[src/rtl/ins_step_ctrl.sv]
//  +------------------------------------------------------------------------+
//  | Module   : ins_step_ctrl                                               |
//  | Purpose  : Instruction register and multicycle step counter for the    |
//  |            multicycle RISC core. Latches the fetched instruction at    |
//  |            step 0 and sequences the step count until Buff_PC (or the   |
//  |            MAX_STEP watchdog) returns the core to fetch.               |
//  | Options  : HALT_DETECT_EN - when defined, an HLT instruction           |
//  |            (InsM=5'b11100, InsL=2'b01) parks the core in Halted        |
//  |            until reset. When undefined, Halted is always 0.            |
//  | Revision : 1.0  initial release                                        |
//  +------------------------------------------------------------------------+
`default_nettype none

module ins_step_ctrl #(
  parameter int unsigned INS_W    = 16,
  parameter logic [2:0]  MAX_STEP = 3'd5
) (
  input  logic             clk,
  input  logic             rst,
  input  logic [INS_W-1:0] InsIn,
  input  logic             InsValid,
  input  logic             Buff_PC,
  output logic [2:0]       Cnt,
  output logic [4:0]       InsM,
  output logic [1:0]       InsL,
  output logic [INS_W-1:0] InsR,
  output logic             Fetch,
  output logic             StepErr,
  output logic             Halted
);

`ifdef HALT_DETECT_EN
  localparam bit c_HALT_EN = 1'b1;
`else
  localparam bit c_HALT_EN = 1'b0;
`endif

  localparam logic [2:0] c_STEP_FETCH = 3'd0;
  localparam logic [2:0] c_STEP_FIRST = 3'd1;

  logic [2:0]       cnt_q, cnt_d;
  logic [INS_W-1:0] ins_q, ins_d;
  logic             err_q, err_d;
  logic             halted_q, halted_d;
  logic             w_is_hlt;

  // HLT decode on the latched word; constant 0 when halt detection is built out
  assign w_is_hlt = c_HALT_EN && (ins_q[15:11] == 5'b11100) && (ins_q[1:0] == 2'b01);

  // Next-state: fetch at step 0, otherwise Buff_PC beats the watchdog beats increment
  always_comb begin
    cnt_d    = cnt_q;
    ins_d    = ins_q;
    err_d    = err_q;
    halted_d = halted_q;
    if (!halted_q) begin
      if (cnt_q == c_STEP_FETCH) begin
        // Buff_PC has no meaning during fetch; stall until the word arrives
        if (InsValid) begin
          ins_d = InsIn;
          cnt_d = c_STEP_FIRST;
        end
      end else if (Buff_PC) begin
        cnt_d = c_STEP_FETCH;
        if (w_is_hlt) begin
          halted_d = 1'b1;
        end
      end else if (cnt_q == MAX_STEP) begin
        // Decoder never ended the instruction: force refetch and flag it
        cnt_d = c_STEP_FETCH;
        err_d = 1'b1;
      end else begin
        cnt_d = cnt_q + 3'd1;
      end
    end
  end

  // State registers with asynchronous clear
  always_ff @(posedge clk or posedge rst) begin
    if (rst) begin
      cnt_q    <= c_STEP_FETCH;
      ins_q    <= '0;
      err_q    <= 1'b0;
      halted_q <= 1'b0;
    end else begin
      cnt_q    <= cnt_d;
      ins_q    <= ins_d;
      err_q    <= err_d;
      halted_q <= halted_d;
    end
  end

  assign Cnt     = cnt_q;
  assign InsR    = ins_q;
  assign InsM    = ins_q[15:11];
  assign InsL    = ins_q[1:0];
  assign StepErr = err_q;
  assign Halted  = halted_q;
  assign Fetch   = (cnt_q == c_STEP_FETCH) && !halted_q;

endmodule

`default_nettype wire
[config.mk]
export PLATFORM = sky130hd
export DESIGN_NAME = ins_step_ctrl
export DESIGN_NICKNAME = d
export VERILOG_FILES = /design/src/rtl/ins_step_ctrl.sv
export SDC_FILE = /design/constraint.sdc
export NUM_CORES = 1
export LEC_CHECK = 0
export CORE_UTILIZATION = 41
export DETAILED_ROUTE_END_ITERATION = 8
export PLACE_DENSITY = 0.85
export SKIP_LAST_GASP = 1
export SLEW_MARGIN = 20
export SYNTH_ARGS = -nofsm -noshare
export SYNTH_HDL_FRONTEND = slang
export SYNTH_SLANG_ARGS = --single-unit
export TNS_END_PERCENT = 30
[constraint.sdc]
create_clock -name clk -period 3.59 [get_ports clk]
set_input_delay 0.718 -clock clk [delete_from_list [all_inputs] [get_ports clk]]
set_output_delay 0.718 -clock clk [all_outputs]
set_load 0.05 [all_outputs]
### Yosys cells after proc, flatten, opt, wreduce, memory -nomap -nowiden

Index checks and enable logic that the tools add are counted.

* reduce and logical (&&, ||, !) cells: 6
* add/sub/neg operators: 1
* eq/ne operators: 2
* mux-type cells: 5
* bitwise logic cells: 3

Operators with widths (number)
* $mux 3: 4
* $reduce_and 4->1: 1
* $add 3x1->3 const B: 1
* $eq 3x3->1 const B: 1
* $logic_not 3->1: 1
* $not 1->1: 3
* $reduce_and 3->1: 1
* $ne 2x2->1 const B: 1
* $reduce_and 2->1: 1
* $logic_and 1x1->1: 1
* $logic_not 1->1: 1
* $mux 1: 1

* bits of input ports: 20
* register bits after elaboration: 21
* logic and storage cells: 21
* output and inout port bits: 29

### Logic depth before layout (Yosys ltp)

Gate-level depths: netlist (run 1).

* word-level depth: 4
* depth in mapped cells: 4
* depth with buffers taken out: 2

### Least setup slack after synthesis (run 1)

No wires, ideal clock.

* path kind: register -> output
* start point: reg cnt_q[2], in the netlist Cnt[2]
* end point: out Fetch
* stages on the path, launching flop included: 3
* arrival time: 1.876 ns
* data required time: 2.872 ns
* setup slack: 0.996 ns
* buffers on the path: 1
* cell sequence: dfrtp_1 > buf_4 > nor3_1

* longest elaborated chain between the ends: 2

RTL lines
* start, declared: line 41 `logic [2:0] cnt_q, cnt_d;`
* start signal, assigned: line 81 `cnt_q <= c_STEP_FETCH;`
* start signal, assigned: line 86 `cnt_q <= cnt_d;`
* $logic_not 3->1: line 99 `assign Fetch = (cnt_q == c_STEP_FETCH) && !halted_q;`
* $logic_and 1x1->1: line 99
* end, declared: line 27 `output logic Fetch,`

No other way between the ends.

### Final worst setup path (run 1)

* start point: reg cnt_q[0], in the netlist Cnt[0]
* end point: out Fetch

Same word-level chain as after synthesis.

==> out/summary.json, run 1 <==
{
  "floorplan": {
    "initial_utilization_pct": 45.0,
    "fp.dieW_um": 49.3,
    "dieArea_sq_um": 2430,
    "core_area_sq_um": 2040,
    "design.portCount": 49,
    "core.rowCount": 16,
    "die_height_um": 49.3
  },
  "clock_network": {
    "cts_hold_buf": 0,
    "post_cts_resized": 0,
    "clock-root-buffer": "clkbuf_4",
    "clock_path_buffers": 2,
    "cts.repair_timing.setup_buffer_count": 0,
    "tritoncts": "built",
    "numClockSinks": 20,
    "ctsHtreeMaxLevel": 1,
    "insertion_delay_ps": 290,
    "cts.reportedPaths.clkPinSlew_ps": 110,
    "cts_buffers": 3
  },
  "logic_synthesis": {
    "ys_seq_area_share_pct": 54.5,
    "ys_top_cells_by_area": "dfrtp_1, mux2_4, buf_4",
    "synth_top_area_share_pct": 54.5,
    "synth_area_per_inst_sq_um": 14.6,
    "synth_cell_types": 17,
    "post_synth_inst_count": 63,
    "syn_nets": 83,
    "yosysWarningCount": 0,
    "synth_top_cell_by_area": "dfrtp_1",
    "post_synth_instance_area_sq_um": 918,
    "postSynthRegisterBits": 20
  },
  "route": {
    "vias": 609,
    "drtPass1Iterations": 3,
    "detailedRoute.firstIterationViolations": 2,
    "routed_wl_um": 1780,
    "avgRoutedWirePerCell_um": 13.7,
    "final_antenna_violating_net_count": 0,
    "post-route-drc-count": 0,
    "vias_per_cell": 4.68
  },
  "critical_path": {
    "regToRegEndpoint": "InsR[4]$_DFFE_PP0P_",
    "cp_max_fo": 9,
    "worstSetupStartpointType": "flop",
    "reg2reg_setup_slack_ps": 2000,
    "timing.critical_path.to_type": "primary output",
    "setup_crit_path_kind": "flop to primary output",
    "critical-path-slowest-cell": "clkdlybuf4s50_1",
    "worst-endpoint-arrival_ps": 1850,
    "crit-reg2reg-launch": "Cnt[0]$_DFFE_PP0P_",
    "worstPathRequired_ps": 2870,
    "rr_worst_depth": 3,
    "maximum_cell_stage_delay_along_the_critical_path_ps": 830,
    "path_cells": "nor3_1, clkdlybuf4s50_1"
  },
  "finish": {
    "leading_cell_type_in_the_layout_fill_and_taps_excluded": "clkdlybuf4s50_1",
    "syn_to_final_growth_pct": 49.3,
    "drive_gt1_share_pct": 23.3,
    "nNetsFinal": 124,
    "diodes": 0,
    "layout_common_cells": "clkdlybuf4s50_1, dfrtp_1, mux2_4, mux2_2"
  },
  "timing": {
    "finalSetupViolCount": 0,
    "final.min_clock_period_ps": 2570,
    "timing.final.crit_share_pct": 71.5,
    "setup_total_neg_slack_ps": 0,
    "finClkSkew_ps": 5.28,
    "final_max_slew_violation_count": 0,
    "tightestPinTransition_ps": 721,
    "hold_viol": 0,
    "normalized_max_slew_margin_pct": 51.9,
    "fmax_mhz": 390,
    "rsz0062_at_grt": "false"
  },
  "worst_hold_path": {
    "worst_hold_startpoint": "StepErr$_DFFE_PP0P_",
    "worst_hold_path.num_cells": 1,
    "whs_endpoint": "StepErr$_DFFE_PP0P_",
    "worst_hold_path_type": "flop to flop"
  },
  "job": {
    "drv.max_cap_violation_count": 0
  },
  "global_routing": {
    "grt_antenna_before_repair": 0,
    "grt_start_max_net_pins": 21,
    "grt_usage_pct": 16.3,
    "first_global_vias": 660,
    "gr-total-overflow": 0,
    "grt_pass1_wl_um": 2950
  },
  "place": {
    "place.gp.congestion": 0.736,
    "io_buffer_count": 47
  },
  "outcome": {
    "outcome": "complete, no violations"
  }
}
[per-layer routing]
metal | track usage [%] | up-vias | part of all wire, %
li1 | - | 284 | -
met4 | 2.94 | 0 | 0.56
met1 | 19.5 | 293 | 42
met5 | 0 | - | 0
met2 | 26.9 | 30 | 50
met3 | 7.17 | 2 | 7.3
[kinds of logic (layout without fill, tap and decap cells)]
| logic type | Yosys count | count (layout) | synth area share, % |
|---|---|---|---|
| DFF | 20 | 20 | 54.5 |
| AOI/OAI and AO/OA | 4 | 4 | 2.86 |
| muxes | 16 | 16 | 23.7 |
| buffers and inverters | 13 | 53 | 10.8 |
| and+or+nand+nor | 9 | 9 | 7.76 |
| other | 1 | 1 | 0.408 |
[registers in the layout, summed over array words and instances, names as in the netlist]
name	flops
InsR	16
Cnt	3
StepErr	1
[synth_stat cells]
cell type / number
buf_2: 1
nor4b_4: 1
nor2_1: 1
a21oi_1: 2
dfrtp_1: 20
buf_6: 2
nor3_1: 3
mux2_2: 6
mux2_4: 10
nand2b_1: 2
buf_4: 9
nand3b_1: 1
inv_1: 1
a31o_2: 1
o21a_1: 1
conb_1: 1
or3b_2: 1
[critical path, delay by kind of cell, from the launching register on]
| kind | cells | cell delay (ps) |
|---|---|---|
| buffers and inverters | 1 | 830 |
| flip-flops | 1 | 500 |
| AND/OR/NAND/NOR | 1 | 230 |
[worst max path at each step]
| stage | start | endpoint | slack [ps] | cells past startpoint |
|---|---|---|---|---|
| global placement | InsValid | InsR[15]$_DFFE_PP0P_ | 1390 | 4 |
| floorplan | Cnt[2]$_DFFE_PP0P_ | Fetch | 1000 | 2 |
| finish | Cnt[0]$_DFFE_PP0P_ | Fetch | 1020 | 2 |
| CTS | Cnt[0]$_DFFE_PP0P_ | Fetch | 1010 | 2 |
| global route | Cnt[0]$_DFFE_PP0P_ | Fetch | 890 | 2 |
| detailed placement | Cnt[0]$_DFFE_PP0P_ | Fetch | 1350 | 2 |
[final cells by class]
class / count / area, sq um
inverter: 1 / 3.75
timing repair buffer: 48 / 478
clock buffer: 4 / 36.3
fill: 161 / 671
multi-input combinational: 30 / 319
tap: 27 / 33.8
sequential: 20 / 500
[stage by stage]
stage	hold WS, ps	worst slack [ps]	std cells	utilization (%)	cell area [sq um]
global placement	484	1390	126	65.4	1340
detailed placement	471	1350	126	65.4	1340
finish	494	1020	130	67.2	1370
CTS	501	1010	130	67.2	1370
floorplan	682	996	63	-	918
global route	513	889	130	67.2	1370
Power of run 1 is not shown: default switching activity piles up to over one toggle a cycle in this logic, so the estimate is an artifact.
==> run 2, diff against run 1 <==
--- a/config.mk
+++ b/config.mk
@@ -5,9 +5,9 @@
 export SDC_FILE = /design/constraint.sdc
 export NUM_CORES = 1
 export LEC_CHECK = 0
-export CORE_UTILIZATION = 41
+export CORE_UTILIZATION = 34
 export DETAILED_ROUTE_END_ITERATION = 8
-export PLACE_DENSITY = 0.85
+export PLACE_DENSITY = 0.76
 export SKIP_LAST_GASP = 1
 export SLEW_MARGIN = 20
 export SYNTH_ARGS = -nofsm -noshare
==> constraint.sdc (replaced) <==
create_clock -name clk -period 2.1 [get_ports clk]
set_input_delay 0.42 -clock clk [delete_from_list [all_inputs] [get_ports clk]]
set_output_delay 0.42 -clock clk [all_outputs]
set_load 0.05 [all_outputs]
==> run 2 against run 1 <==
  * Global-route usage fell by 2.2 points
  * Design area is 0.82% higher
  * Wire length grew 2.4%
  * Worst setup slack worse by 860 ps
  * Critical path type unchanged
  * Highest routed layer unchanged
==> out/summary.json, run 2 (synthesis results as in run 1) <==
{
  "finish": {
    "layout_common_cells": "clkdlybuf4s50_1, dfrtp_1, mux2_4, mux2_2, buf_4",
    "diodes": {"value": 0, "change": "unchanged"},
    "syn_to_final_growth_pct": 50.5,
    "largest_register_ffs": {"value": 16, "change": "unchanged"},
    "leading_cell_type_in_the_layout_fill_and_taps_excluded": "clkdlybuf4s50_1",
    "drive_gt1_share": {"value": 28.2, "unit": "%", "change": "+4.9 points"},
    "filler_cell_count": {"value": 214, "change": "+33%"},
    "nNetsFinal": {"value": 124, "change": "unchanged"}
  },
  "place": {
    "dp_hpwl_um": 1380,
    "place.gp.congestion": {"value": 0.683, "change": "-7.2%"},
    "io_buffer_count": {"value": 47, "change": "unchanged"}
  },
  "timing": {
    "normalized_max_slew_margin": {"value": 50.6, "unit": "%", "change": "-1.3 points"},
    "finalSetupViolCount": {"value": 0, "change": "unchanged"},
    "tightestPinTransition": {"value": 740, "unit": "ps", "change": "+18.8 ps"},
    "hold_viol": {"value": 0, "change": "unchanged"},
    "fmax_mhz": 515,
    "rsz0062_at_grt": "false",
    "final_max_slew_violation_count": {"value": 0, "change": "unchanged"},
    "finClkSkew": {"value": 2.09, "unit": "ps", "change": "-3.19 ps"},
    "timing.final.crit_share_pct": 92.4,
    "final.min_clock_period_ps": 1940,
    "setup_total_neg_slack": {"value": 0, "unit": "ps", "change": "unchanged"}
  },
  "clock_network": {
    "clock_path_buffers": {"value": 2, "change": "unchanged"},
    "cts_hold_buf": {"value": 0, "change": "unchanged"},
    "numClockSinks": {"value": 20, "change": "unchanged"},
    "cts.reportedPaths.clkPinSlew": {"value": 110, "unit": "ps", "change": "about the same"},
    "post_cts_resized": {"value": 0, "change": "unchanged"},
    "clock-root-buffer": "clkbuf_4",
    "cts_buffers": {"value": 3, "change": "unchanged"},
    "ctsHtreeMaxLevel": {"value": 1, "change": "unchanged"},
    "tritoncts": "built",
    "cts.repair_timing.setup_buffer_count": {"value": 0, "change": "unchanged"},
    "insertion_delay": {"value": 290, "unit": "ps", "change": "about the same"}
  },
  "job": {
    "drv.max_cap_violation_count": {"value": 0, "change": "unchanged"}
  },
  "floorplan": {
    "dieArea": {"value": 2910, "unit": "sq um", "change": "+20%"},
    "core.rowCount": {"value": 18, "change": "+2"},
    "core_area": {"value": 2520, "unit": "sq um", "change": "+24%"},
    "design.portCount": {"value": 49, "change": "unchanged"},
    "initial_utilization": {"value": 36.4, "unit": "%", "change": "-8.6 points"},
    "die_height": {"value": 54.0, "unit": "um", "change": "+9.4%"},
    "fp.dieW": {"value": 54.0, "unit": "um", "change": "+9.4%"}
  },
  "route": {
    "vias": {"value": 611, "change": "+0.33%"},
    "detailedRoute.firstIterationViolations": {"value": 2, "change": "unchanged"},
    "post-route-drc-count": {"value": 0, "change": "unchanged"},
    "vias_per_cell": {"value": 4.59, "change": "-1.9%"},
    "final_antenna_violating_net_count": {"value": 0, "change": "unchanged"},
    "drtPass1Iterations": {"value": 4, "change": "+1"},
    "avgRoutedWirePerCell": {"value": 13.7, "unit": "um", "change": "+0.10%"},
    "routed_wl": {"value": 1830, "unit": "um", "change": "+2.4%"}
  },
  "global_routing": {
    "first_global_vias": {"value": 616, "change": "-6.7%"},
    "grt_usage": {"value": 14.1, "unit": "%", "change": "-2.2 points"},
    "grt_start_max_net_pins": {"value": 21, "change": "unchanged"},
    "grt_pass1_wl": {"value": 2930, "unit": "um", "change": "-0.95%"},
    "gr-total-overflow": {"value": 0, "change": "unchanged"},
    "grt_antenna_before_repair": {"value": 0, "change": "unchanged"}
  },
  "critical_path": {
    "worstPathRequired": {"value": 1680, "unit": "ps", "change": "-1190 ps"},
    "rr_worst_depth": {"value": 3, "change": "unchanged"},
    "cp_max_fo": {"value": 3, "change": "-6"},
    "timing.critical_path.to_type": "primary output",
    "critical_path_buf_inv_count": {"value": 1, "change": "unchanged"},
    "setup_crit_path_kind": "flop to primary output",
    "crit-reg2reg-launch": "Cnt[0]$_DFFE_PP0P_",
    "worst-endpoint-arrival": {"value": 1520, "unit": "ps", "change": "-330 ps"},
    "reg2reg_setup_slack": {"value": 560, "unit": "ps", "change": "-1440 ps"},
    "critical-path-slowest-cell": "clkdlybuf4s50_1",
    "path_cells": "clkdlybuf4s50_1",
    "regToRegEndpoint": "InsR[3]$_DFFE_PP0P_",
    "worstSetupStartpointType": "flop",
    "maximum_cell_stage_delay_along_the_critical_path": {"value": 830, "unit": "ps", "change": "about the same"},
    "worst_path_dominant_cell_family": "buffers and inverters"
  },
  "worst_hold_path": {
    "worst_hold_startpoint": "StepErr$_DFFE_PP0P_",
    "worst_hold_path.num_cells": {"value": 1, "change": "unchanged"},
    "worst_hold_path_type": "flop to flop",
    "whs_endpoint": "StepErr$_DFFE_PP0P_"
  },
  "outcome": {
    "outcome": "complete, no violations"
  }
}
==> run 2: metal layers <==
metal / vias up / routed length [um] / GRT usage, %
li1: 286 / - / -
met1: 301 / 733 / 16.8
met2: 22 / 971 / 24.1
met3: 2 / 113 / 4.52
met4: 0 / 6 / 3.85
met5: - / 0 / 0
==> run 2: worst max-delay path by stage <==
| stage | start | to | cells past startpoint |
|---|---|---|---|
| floorplan | Cnt[2]$_DFFE_PP0P_ | InsR[0]$_DFFE_PP0P_ | 4 |
| global placement | InsValid | InsR[1]$_DFFE_PP0P_ | 4 |
| detailed placement | InsValid | InsR[2]$_DFFE_PP0P_ | 4 |
| CTS | InsR[14]$_DFFE_PP0P_ | InsM[3] | 1 |
| global route | InsR[13]$_DFFE_PP0P_ | InsR[13] | 1 |
| finish | InsR[14]$_DFFE_PP0P_ | InsM[3] | 1 |
==> run 2: stage by stage <==
| stage | cell area, sq um | util, % | std cells | worst slack (ps) | hold slack (ps) |
|---|---|---|---|---|---|
| floorplan | 923 | - | 63 | 226 | 384 |
| CTS | 1380 | 54.8 | 133 | 133 | 495 |
| detailed placement | 1350 | 53.4 | 129 | 269 | 468 |
| global route | 1380 | 54.8 | 133 | 91.4 | 519 |
| global placement | 1350 | 53.4 | 129 | 289 | 460 |
| finish | 1380 | 54.8 | 133 | 160 | 486 |
==> run 2: cell type report <==
cell class	count	area, sq um	share of cell area [%]
tap	30	37.5	2.71
timing repair buffer	48	480	34.8
clock buffer	4	36.3	2.62
inverter	1	3.75	0.271
sequential	20	500	36.2
multi-input combinational	30	324	23.4
Power of run 2 is left out for the same reason.
==> run 3, diff against run 2 <==
--- a/config.mk
+++ b/config.mk
@@ -9,7 +9,6 @@
 export DETAILED_ROUTE_END_ITERATION = 8
 export PLACE_DENSITY = 0.76
 export SKIP_LAST_GASP = 1
-export SLEW_MARGIN = 20
 export SYNTH_ARGS = -nofsm -noshare
 export SYNTH_HDL_FRONTEND = slang
 export SYNTH_SLANG_ARGS = --single-unit
==> results of run 3 <==
The final DEF is identical to that of run 2; final timing and power are the same.
Power of run 3 is left out for the same reason.
